`src/rtl/resetn_seq.sv`:
```
// Reset sequencer: drives NCH active-low channel resets through a
// hold / release sequence configured over a simple local register bus.
// An automatic simultaneous sequence on every channel follows each reset.
module resetn_seq #(
  parameter int unsigned NCH        = 128,
  parameter int unsigned CNTW       = 16,
  parameter int unsigned POR_HOLD   = 64,
  parameter int unsigned ADDR_WIDTH = 8
) (
  input  logic                  clk,
  input  logic                  reset,
  input  logic                  wren,
  input  logic [ADDR_WIDTH-1:0] waddr,
  input  logic [31:0]           wdata,
  input  logic                  rden,
  input  logic [ADDR_WIDTH-1:0] raddr,
  output logic [31:0]           rdata,
  output logic                  rvalid,
  output logic [NCH-1:0]        resetn,
  output logic                  busy
);

  localparam int unsigned NWORDS = NCH / 32;

  localparam logic [ADDR_WIDTH-1:0] A_HOLD   = ADDR_WIDTH'(8'h10);
  localparam logic [ADDR_WIDTH-1:0] A_STAG   = ADDR_WIDTH'(8'h11);
  localparam logic [ADDR_WIDTH-1:0] A_CTRL   = ADDR_WIDTH'(8'h12);
  localparam logic [ADDR_WIDTH-1:0] A_STATUS = ADDR_WIDTH'(8'h13);
  localparam logic [ADDR_WIDTH-1:0] A_CLR    = ADDR_WIDTH'(8'h14);

  typedef enum logic [1:0] {
    IDLE    = 2'd0,
    ASSERT  = 2'd1,
    RELEASE = 2'd2,
    DONE    = 2'd3
  } state_t;

  // Software-visible registers
  logic [31:0]     mask_q [NWORDS];
  logic [NCH-1:0]  mask_flat;
  logic [CNTW-1:0] hold_q;
  logic [CNTW-1:0] stag_q;
  logic            mode_q;
  logic            done_q;
  logic            ovr_q;
  logic            por_q;

  // Sequencer state and the snapshot taken at start
  state_t          state;
  state_t          state_nx;
  logic [CNTW-1:0] cnt;
  logic [CNTW-1:0] cnt_nx;
  logic [NCH-1:0]  pend;
  logic [NCH-1:0]  low_bit;
  logic [CNTW-1:0] seq_hold;
  logic [CNTW-1:0] seq_stag;
  logic            seq_mode;
  logic [CNTW-1:0] hold_m1;
  logic [CNTW-1:0] stag_m1;

  // FSM commands to the datapath
  logic load_por;
  logic load_sw;
  logic do_assert;
  logic do_rel_all;
  logic do_rel_one;
  logic done_set;
  logic ovr_set;
  logic start_wr;
  logic clr_wr;

  logic [31:0] rd_val;

  assign start_wr = wren && (waddr == A_CTRL) && wdata[0];
  assign clr_wr   = wren && (waddr == A_CLR);

  // Zero hold/stagger behave as one cycle; terminal counts never wrap
  assign hold_m1 = (seq_hold == '0) ? '0 : seq_hold - CNTW'(1);
  assign stag_m1 = (seq_stag == '0) ? '0 : seq_stag - CNTW'(1);

  // Lowest still-pending channel: next one to release in staggered mode
  assign low_bit = pend & (~pend + NCH'(1));

  // Start while a sequence runs (or the POR sequence is being launched) is dropped
  assign ovr_set = start_wr && ((state != IDLE) || por_q);

  // Flatten mask words into a channel vector
  always_comb begin
    mask_flat = '0;
    for (int unsigned k = 0; k < NWORDS; k++) begin
      mask_flat[k*32 +: 32] = mask_q[k];
    end
  end

  // State register and hold/stagger counter
  always_ff @(posedge clk) begin
    if (reset) begin
      state <= IDLE;
      cnt   <= '0;
      busy  <= 1'b0;
    end else begin
      state <= state_nx;
      cnt   <= cnt_nx;
      busy  <= (state_nx != IDLE);
    end
  end

  // Next-state and sequencing commands
  always_comb begin
    state_nx   = state;
    cnt_nx     = cnt;
    load_por   = 1'b0;
    load_sw    = 1'b0;
    do_assert  = 1'b0;
    do_rel_all = 1'b0;
    do_rel_one = 1'b0;
    done_set   = 1'b0;
    case (state)
      IDLE: begin
        if (por_q) begin
          state_nx = ASSERT;
          cnt_nx   = '0;
          load_por = 1'b1;
        end else if (start_wr) begin
          state_nx = ASSERT;
          cnt_nx   = '0;
          load_sw  = 1'b1;
        end
      end
      ASSERT: begin
        do_assert = (cnt == '0);
        if (cnt == hold_m1) begin
          state_nx = RELEASE;
          cnt_nx   = '0;
        end else begin
          cnt_nx = cnt + CNTW'(1);
        end
      end
      RELEASE: begin
        if (!seq_mode) begin
          do_rel_all = 1'b1;
          state_nx   = DONE;
        end else if (pend == '0) begin
          state_nx = DONE;
        end else begin
          do_rel_one = (cnt == '0);
          if ((cnt == '0) && ((pend & ~low_bit) == '0)) begin
            state_nx = DONE;
            cnt_nx   = '0;
          end else if (cnt == stag_m1) begin
            cnt_nx = '0;
          end else begin
            cnt_nx = cnt + CNTW'(1);
          end
        end
      end
      DONE: begin
        done_set = 1'b1;
        state_nx = IDLE;
      end
      default: state_nx = IDLE;
    endcase
  end

  // Sequence snapshot and channel reset outputs
  always_ff @(posedge clk) begin
    if (reset) begin
      resetn   <= '0;
      pend     <= '0;
      seq_hold <= '0;
      seq_stag <= '0;
      seq_mode <= 1'b0;
    end else begin
      if (load_por) begin
        pend     <= '1;
        seq_hold <= CNTW'(POR_HOLD);
        seq_stag <= '0;
        seq_mode <= 1'b0;
      end else if (load_sw) begin
        pend     <= mask_flat;
        seq_hold <= hold_q;
        seq_stag <= stag_q;
        seq_mode <= wdata[1];
      end
      if (do_assert) begin
        resetn <= resetn & ~pend;
      end else if (do_rel_all) begin
        resetn <= resetn | pend;
      end else if (do_rel_one) begin
        resetn <= resetn | low_bit;
        pend   <= pend & ~low_bit;
      end
    end
  end

  // Configuration and sticky status registers
  always_ff @(posedge clk) begin
    if (reset) begin
      for (int unsigned k = 0; k < NWORDS; k++) begin
        mask_q[k] <= '1;
      end
      hold_q <= CNTW'(POR_HOLD);
      stag_q <= '0;
      mode_q <= 1'b0;
      done_q <= 1'b0;
      ovr_q  <= 1'b0;
      por_q  <= 1'b1;
    end else begin
      por_q <= 1'b0;
      if (wren) begin
        for (int unsigned k = 0; k < NWORDS; k++) begin
          if (waddr == ADDR_WIDTH'(k)) begin
            mask_q[k] <= wdata;
          end
        end
        if (waddr == A_HOLD) hold_q <= wdata[CNTW-1:0];
        if (waddr == A_STAG) stag_q <= wdata[CNTW-1:0];
        if (waddr == A_CTRL) mode_q <= wdata[1];
      end
      done_q <= (done_q & ~(clr_wr & wdata[1])) | done_set;
      ovr_q  <= (ovr_q  & ~(clr_wr & wdata[2])) | ovr_set;
    end
  end

  // Read decode; absent mask words and unmapped addresses read zero
  always_comb begin
    rd_val = '0;
    for (int unsigned k = 0; k < NWORDS; k++) begin
      if (raddr == ADDR_WIDTH'(k)) begin
        rd_val = mask_q[k];
      end
    end
    if (raddr == A_HOLD) begin
      rd_val = 32'(hold_q);
    end else if (raddr == A_STAG) begin
      rd_val = 32'(stag_q);
    end else if (raddr == A_CTRL) begin
      rd_val = {30'd0, mode_q, 1'b0};
    end else if (raddr == A_STATUS) begin
      rd_val = {29'd0, ovr_q, done_q, busy};
    end
  end

  // Registered read response, one cycle after rden
  always_ff @(posedge clk) begin
    if (reset) begin
      rdata  <= '0;
      rvalid <= 1'b0;
    end else begin
      rvalid <= rden;
      rdata  <= rden ? rd_val : '0;
    end
  end

endmodule

```
`config.mk`:
```
export PLATFORM = sky130hd
export DESIGN_NAME = resetn_seq
export DESIGN_NICKNAME = d
export VERILOG_FILES = /design/src/rtl/resetn_seq.sv
export SDC_FILE = /design/constraint.sdc
export NUM_CORES = 1
export LEC_CHECK = 0
export BUFFER_PORTS_ARGS = -buffer_cell sky130_fd_sc_hd__buf_2
export CORE_MARGIN = 2
export CORE_UTILIZATION = 30
export CTS_CLUSTER_DIAMETER = 30
export DETAILED_ROUTE_END_ITERATION = 12
export PLACE_DENSITY = 0.45
export SLEW_MARGIN = 20
export SYNTH_ARGS = -nofsm -noshare
export SYNTH_HDL_FRONTEND = slang
export SYNTH_SLANG_ARGS = --single-unit
```
`constraint.sdc`:
```
create_clock -name clk -period 12.4 [get_ports clk]
set_clock_uncertainty 0.05 [all_clocks]
set_input_delay 2.48 -clock clk [delete_from_list [all_inputs] [get_ports clk]]
set_output_delay 2.48 -clock clk [all_outputs]
set_load 0.02 [all_outputs]
```
==> results of run 1 <==
[cell families after synthesis]
group | after synthesis | share of synthesized area [%]
simple gates | 1246 | 25.0
fa+ha+maj | 13 | 0.629
flops | 505 | 45.5
xor+xnor | 30 | 1.05
buf+inv | 295 | 4.70
compound gates | 789 | 21.1
mux | 46 | 2.08
[sequential cells by signal (all words and copies together) (netlist names), 2 cells and up, named ones only]
signal,flops
mask_q,128
seq_hold,16
rdata,32
hold_q,16
cnt,16
state,2
resetn,127
stag_q,16
pend,128
seq_stag,16
[layout make-up]
type                    instances  area, um2
multi-input cells            2124      12600
well taps                    1070       1340
inverters                      38        143
clock buffers                 194       4100
diodes                          4       10.0
repair buffers                258       1430
flip-flops and latches        505      11400
fillers                      8310      50400
clock inverters                70       1020
[routing by layer]
| metal | wire, um | vias up |
|---|---|---|
| met5 | 13 | - |
| met4 | 3810 | 2 |
| met3 | 10000 | 218 |
| met2 | 54800 | 1210 |
| met1 | 51200 | 12400 |
| li1 | - | 11300 |
[path summary, 6_finish.rpt]
| kind | end | depth (start not counted) |
|---|---|---|
| setup reg to reg | pend[127] | 14 |
| hold reg to reg | hold_q[14] | 2 |
| setup / recovery | pend[127] | 14 |
| hold / removal | hold_q[14] | 2 |
[cell usage in the layout, fill, tap and decap left out, types with 7 or more instances in the layout]
cell type | Yosys | layout
clkbuf_1 | 209 | 26
o22ai_1 | 22 | 22
a31oi_1 | 134 | 134
nand4_1 | 41 | 41
or2_2 | 138 | 138
ha_1 | 11 | 11
bufinv_16 | 0 | 22
buf_2 | 17 | 212
o221ai_1 | 78 | 78
xor2_1 | 8 | 8
nor4_1 | 53 | 50
nor3_1 | 143 | 140
a22oi_1 | 13 | 13
a211oi_1 | 174 | 174
nand2b_1 | 15 | 14
buf_4 | 9 | 44
mux2i_1 | 15 | 15
clkbuf_8 | 0 | 19
mux2_2 | 29 | 29
o31ai_1 | 18 | 18
nor2b_1 | 10 | 9
nor2_1 | 257 | 256
dfxtp_1 | 377 | 377
clkinv_2 | 0 | 27
xnor2_1 | 22 | 22
and3_1 | 23 | 23
and2_1 | 7 | 7
or4_1 | 22 | 22
nand4b_1 | 9 | 9
a21oi_1 | 137 | 137
nand3b_1 | 11 | 11
o21ai_1 | 27 | 27
inv_1 | 38 | 37
nand3_1 | 65 | 65
o21a_1 | 21 | 20
nand2_1 | 329 | 325
clkbuf_16 | 0 | 150
or3_1 | 91 | 90
edfxtp_1 | 128 | 128
o21ai_0 | 96 | 94
[worst reg2reg max path, delay by kind of cell, from the launching register on]
kind	cells	cell delay, ns
AOI/OAI and AO/OA	3	1.25
and+or+nand+nor	8	3.31
buffers and inverters	3	1.51
DFF	1	0.43
[stage by stage]
step                      std cells  util [%]  worst slack, ns  hold WS, ns
after CTS                      4259      38.8             5.93        0.420
after global routing           4259      38.8             5.46        0.440
after detailed placement       3995      32.6             5.95        0.414
final                          4263      38.9             5.73        0.420
after floorplan                2924         -             6.48        0.396
after global placement         3994      32.6             6.06        0.410
[report_power, final]
part	internal (mW)	switching (mW)	leakage, nW
clock network	2.76	1.13	2.51
logic	0.217	0.450	4.93
registers	1.81	0.240	4.37
==> out/qor.yml, run 1 <==
finalSetupTns_ns: 0
peakVddDrop_mv: 0.132
slew_headroom_pct: 22.2
place_congestion: 0.966
postCtsHoldBufs: 0
drv_slew: 0
cts_made_buffers: 142
ys_top_cells_by_count: "dfxtp_1 (377), nand2_1 (329), nor2_1 (257)"
synth-edff-count: 128
vias: 25100
fin_crit_ns: 6.67
clock_sinks: 505
placementRows: 105
worstHoldStart: "hold_q[14]"
syn_nets: 2987
first_iter_violations: 2712
drc: 0
h-tree-depth: 4
portBuffers: 213
grt_pass1_wl_mm: 173
grt_use_met2_pct: 43.4
cts_setup_buffers: 0
ys_types: 79
arrival_ns: 7.23
cp_max_fo: 89
met1_usage_pct: 36.3
wl_per_cell_um: 28.1
grt_busiest_layer: "met2"
synth_cells: 2924
end_kind: "flip-flop"
setup_viol: 0
ant_nets: 0
crit_path_start_kind: "flip-flop"
syn2layout_area_growth_pct: 27.8
maxCapViolations: 0
yosysSeqAreaShare_pct: 45.5
clk_pin_slew_ns: 0.04
final_area_um2: 32000
cpLargestDelayFamily: "simple AND/OR/NAND/NOR gates"
status: "finished, final reports clean"
drive_above_1_share_pct: 21.8
netlist_area_um2: 25100
ys_ff_latch: 505
cts_root_buf: "clkbuf_16"
avgSynthCellArea_um2: 8.57
dr.pass1.iters: 8
startpoint: "pend[0]"
async_flop_share_pct: 0
cpMaxStageDelayCell: "buf_4"
r2r_slack_ns: 5.73
core_area_um2: 82400
post-route-period-util_pct: 53.8
place_area_um2: 26900
tightest_slew_ns: 1.16
ys.warnings.count: 0
synth_top_area_share_pct: 30.1
cp_num_buf_inv: 3
dieHeight_um: 293
grtUsageMet3_pct: 6.13
fmax_ghz: 0.150
min_path_type: "flip-flop to flip-flop"
timing.rr.start: "pend[0]"
layout.nets: 3132
track_usage_pct: 27.3
insertion_delay_ns: 0.72
dieWidth_um: 293
clock_path_buffers: 3
max_stage_delay_ns: 0.93
cp_common_cell: "buf_4"
grt_max_degree: 90
p_leak_nw: 11.8
worstPathRequired_ns: 12.96
yosys.cell_count.top_type: "dfxtp_1"
ctsResizeCount: 0
rsz0062_at_grt: "false"
initial_core_util_pct: 30.4
power_density_nw_per_um2: 206
antenna_found_initial: 6
grt-ovfl-total: 0
finalPower_mw: 6.60
hpwl_mm: 85.7
yosysTopAreaCell: "dfxtp_1"
synth_ff_type: "dfxtp_1"
wl_mm: 120
die_area_um2: 85800
cts_tree: "built"
path_class: "flip-flop to flip-flop"
grt_pass1_vias: 24200
synth.area.top_cells: "dfxtp_1 (30%), edfxtp_1 (15%), a211oi_1 (5.2%)"
finalHoldViolCount: 0
ios: 214
routed_via_density: 5.88
crit_path_cell_trace: "nor4_1 -> nand2_1 -> nor4b_2 -> buf_4 -> nand3_2 -> or3_1 -> or3_1 -> nand2_1 -> nor3_2 -> buf_4 -> a21oi_4 -> buf_4 -> o21ai_0 -> a211oi_1"
(Power assumes the default switching activity.)
==> run 2, diff against run 1 <==
- PLACE_DENSITY: 0.45 -> 0.46
- clock period: 12.4 -> 5.8 ns (I/O delays scaled with it)
==> run 2 against run 1 <==
Sequential share of layout area decreased by 0.22 points. Sequential power rose by 110%. Via count grew 1.7%. Register-to-register slack worse by 5.6 ns. Critical path depth down 2. Combinational power increased by 150%. Largest power group unchanged.
==> out/qor.yml, run 2 (same netlist as run 1, synthesis figures left out) <==
post-route-period-util_pct: 97.7  # +44 points
hpwl_mm: 91.3  # +6.5%
initial_core_util_pct: 30.4  # unchanged
drc: 0  # unchanged
vias: 25500  # +1.7%
portBuffers: 213  # unchanged
fin_ws_ns: 0.133  # -5.60 ns
dr.pass1.iters: 6  # -2
postCtsHoldBufs: 0  # unchanged
dieHeight_um: 293  # unchanged
h-tree-depth: 4  # unchanged
setup_viol: 0  # unchanged
register_area_um2: 11400  # unchanged
grt-ovfl-total: 0  # unchanged
fmax_ghz: 0.176  # +18%
min_path_type: "flip-flop to flip-flop"
insertion_delay_ns: 0.72  # about the same
end_kind: "flip-flop"
drv_slew: 0  # unchanged
cts_made_buffers: 136  # -4.2%
clock_sinks: 505  # unchanged
cts_setup_buffers: 0  # unchanged
wl_per_cell_um: 29.4  # +4.8%
slew_headroom_pct: 26.8  # +4.5 points
placementRows: 105  # unchanged
worstPathRequired_ns: 6.30  # -6.66 ns
maxCapViolations: 0  # unchanged
cts_root_buf: "clkbuf_16"
syn2layout_area_growth_pct: 28.5
layout_common_cells: "dfxtp_1 (377), nand2_1 (326), nor2_1 (256)"
clock_path_buffers: 3  # unchanged
wl_mm: 127  # +5.8%
final.fill_count: 8359  # +0.59%
final_common_cell: "dfxtp_1"
final_util_pct: 39.1  # +0.24 points
arrival_ns: 6.17  # -1.06 ns
finalSetupTns_ns: 0  # unchanged
first_iter_violations: 3025  # +12%
path_class: "flip-flop to flip-flop"
fin_crit_ns: 5.67  # -0.998 ns
track_usage_pct: 28.8  # +1.5 points
die_area_um2: 85800  # unchanged
power_density_nw_per_um2: 431  # +110%
multi_input_area_um2: 12600  # about the same
grt_pass1_wl_mm: 181  # +4.3%
rsz0062_at_grt: "false"
reg.largest.list: "mask_q: 128 flops, pend: 128 flops, resetn: 127 flops"
crit_path_start_kind: "flip-flop"
routed_via_density: 5.92  # +0.77%
cts_tree: "built"
grt_pass1_vias: 24500  # +1.1%
ant_nets: 0  # unchanged
p_leak_nw: 12.0  # +1.4%
tightest_slew_ns: 1.10  # -0.0573 ns
timing.hold.ws_ns: 0.418  # -0.00193 ns
ios: 214  # unchanged
antenna_found_initial: 18  # +12
preCtsSetupSlack_ns: 0.222  # -5.73 ns
core_area_um2: 82400  # unchanged
layout.nets: 3181  # +1.6%
finalHoldViolCount: 0  # unchanged
peakVddDrop_mv: 0.320  # +140%
place_congestion: 0.940  # -2.7%
status: "finished, final reports clean"
drive_above_1_share_pct: 23.0  # +1.2 points
dieWidth_um: 293  # unchanged
clk_pin_slew_ns: 0.05  # about the same
ctsResizeCount: 0  # unchanged
grt_max_degree: 148  # +64%
cp_max_fo: 24  # -73%
[run 2: cell count changes in the layout (fill, tap and decap cells not counted), sizes merged]
cell / before / now
buf: 257 / 312
clkbuf: 195 / 172
clkinv: 36 / 48
bufinv: 22 / 20
diode: 4 / 2
clkinvlp: 5 / 4
inv: 45 / 46
[run 2: cell type report]
cell class / instances / share of cell area (%)
diodes: 2 / 0.0155
clock buffers: 171 / 11.7
clock inverters: 80 / 3.32
inverters: 38 / 0.443
multi-input cells: 2124 / 39.0
flip-flops and latches: 505 / 35.4
well taps: 1070 / 4.16
repair buffers: 313 / 5.94
[run 2: path summary, 6_finish.rpt]
path	startpoint	end	slack [ns]	cells past startpoint
max	pend[72]	cnt[2]	0.13	12
min	hold_q[8]	hold_q[8]	0.42	2
max reg2reg	pend[72]	cnt[2]	0.13	12
min reg2reg	hold_q[8]	hold_q[8]	0.42	2
[run 2: layer usage]
layer | global-route usage [%] | share of wire, % | wire (um) | up-vias
met3 | 5.91 | 7.9 | 10100 | 233
met5 | 0 | 0.071 | 90 | -
li1 | - | - | - | 11400
met2 | 44.7 | 45 | 57200 | 1257
met1 | 39.2 | 43 | 54900 | 12600
met4 | 10.9 | 3.5 | 4480 | 14
[run 2: critical path, stage by stage, from the launching register on]
cell and delay (ns):
dfxtp_1 0.42, or4_4 0.59, or4_4 0.61, nor4_4 0.51, nand3_2 0.20, buf_4 0.30, or3_1 0.47, a22o_1 0.35
nor4_1 0.84, nand4b_1 0.39, nand4b_4 0.45, a31oi_1 0.25, a31oi_1 0.06
[run 2: stage by stage]
stage                     area, um2  std cells  total power, mW
after floorplan               25100       2924             5.15
after global routing          32200       4301             14.3
final                         32200       4303             13.9
after global placement        27300       4050             6.00
after detailed placement      27300       4050             6.00
after CTS                     32200       4301             13.9
[run 2: power by group]
| group | internal, mW | switching (mW) | total, mW |
|---|---|---|---|
| clock | 5.49 | 2.41 | 7.89 |
| combinational | 0.541 | 1.10 | 1.64 |
| sequential | 3.86 | 0.491 | 4.35 |
| total | 9.89 | 4.00 | 13.9 |
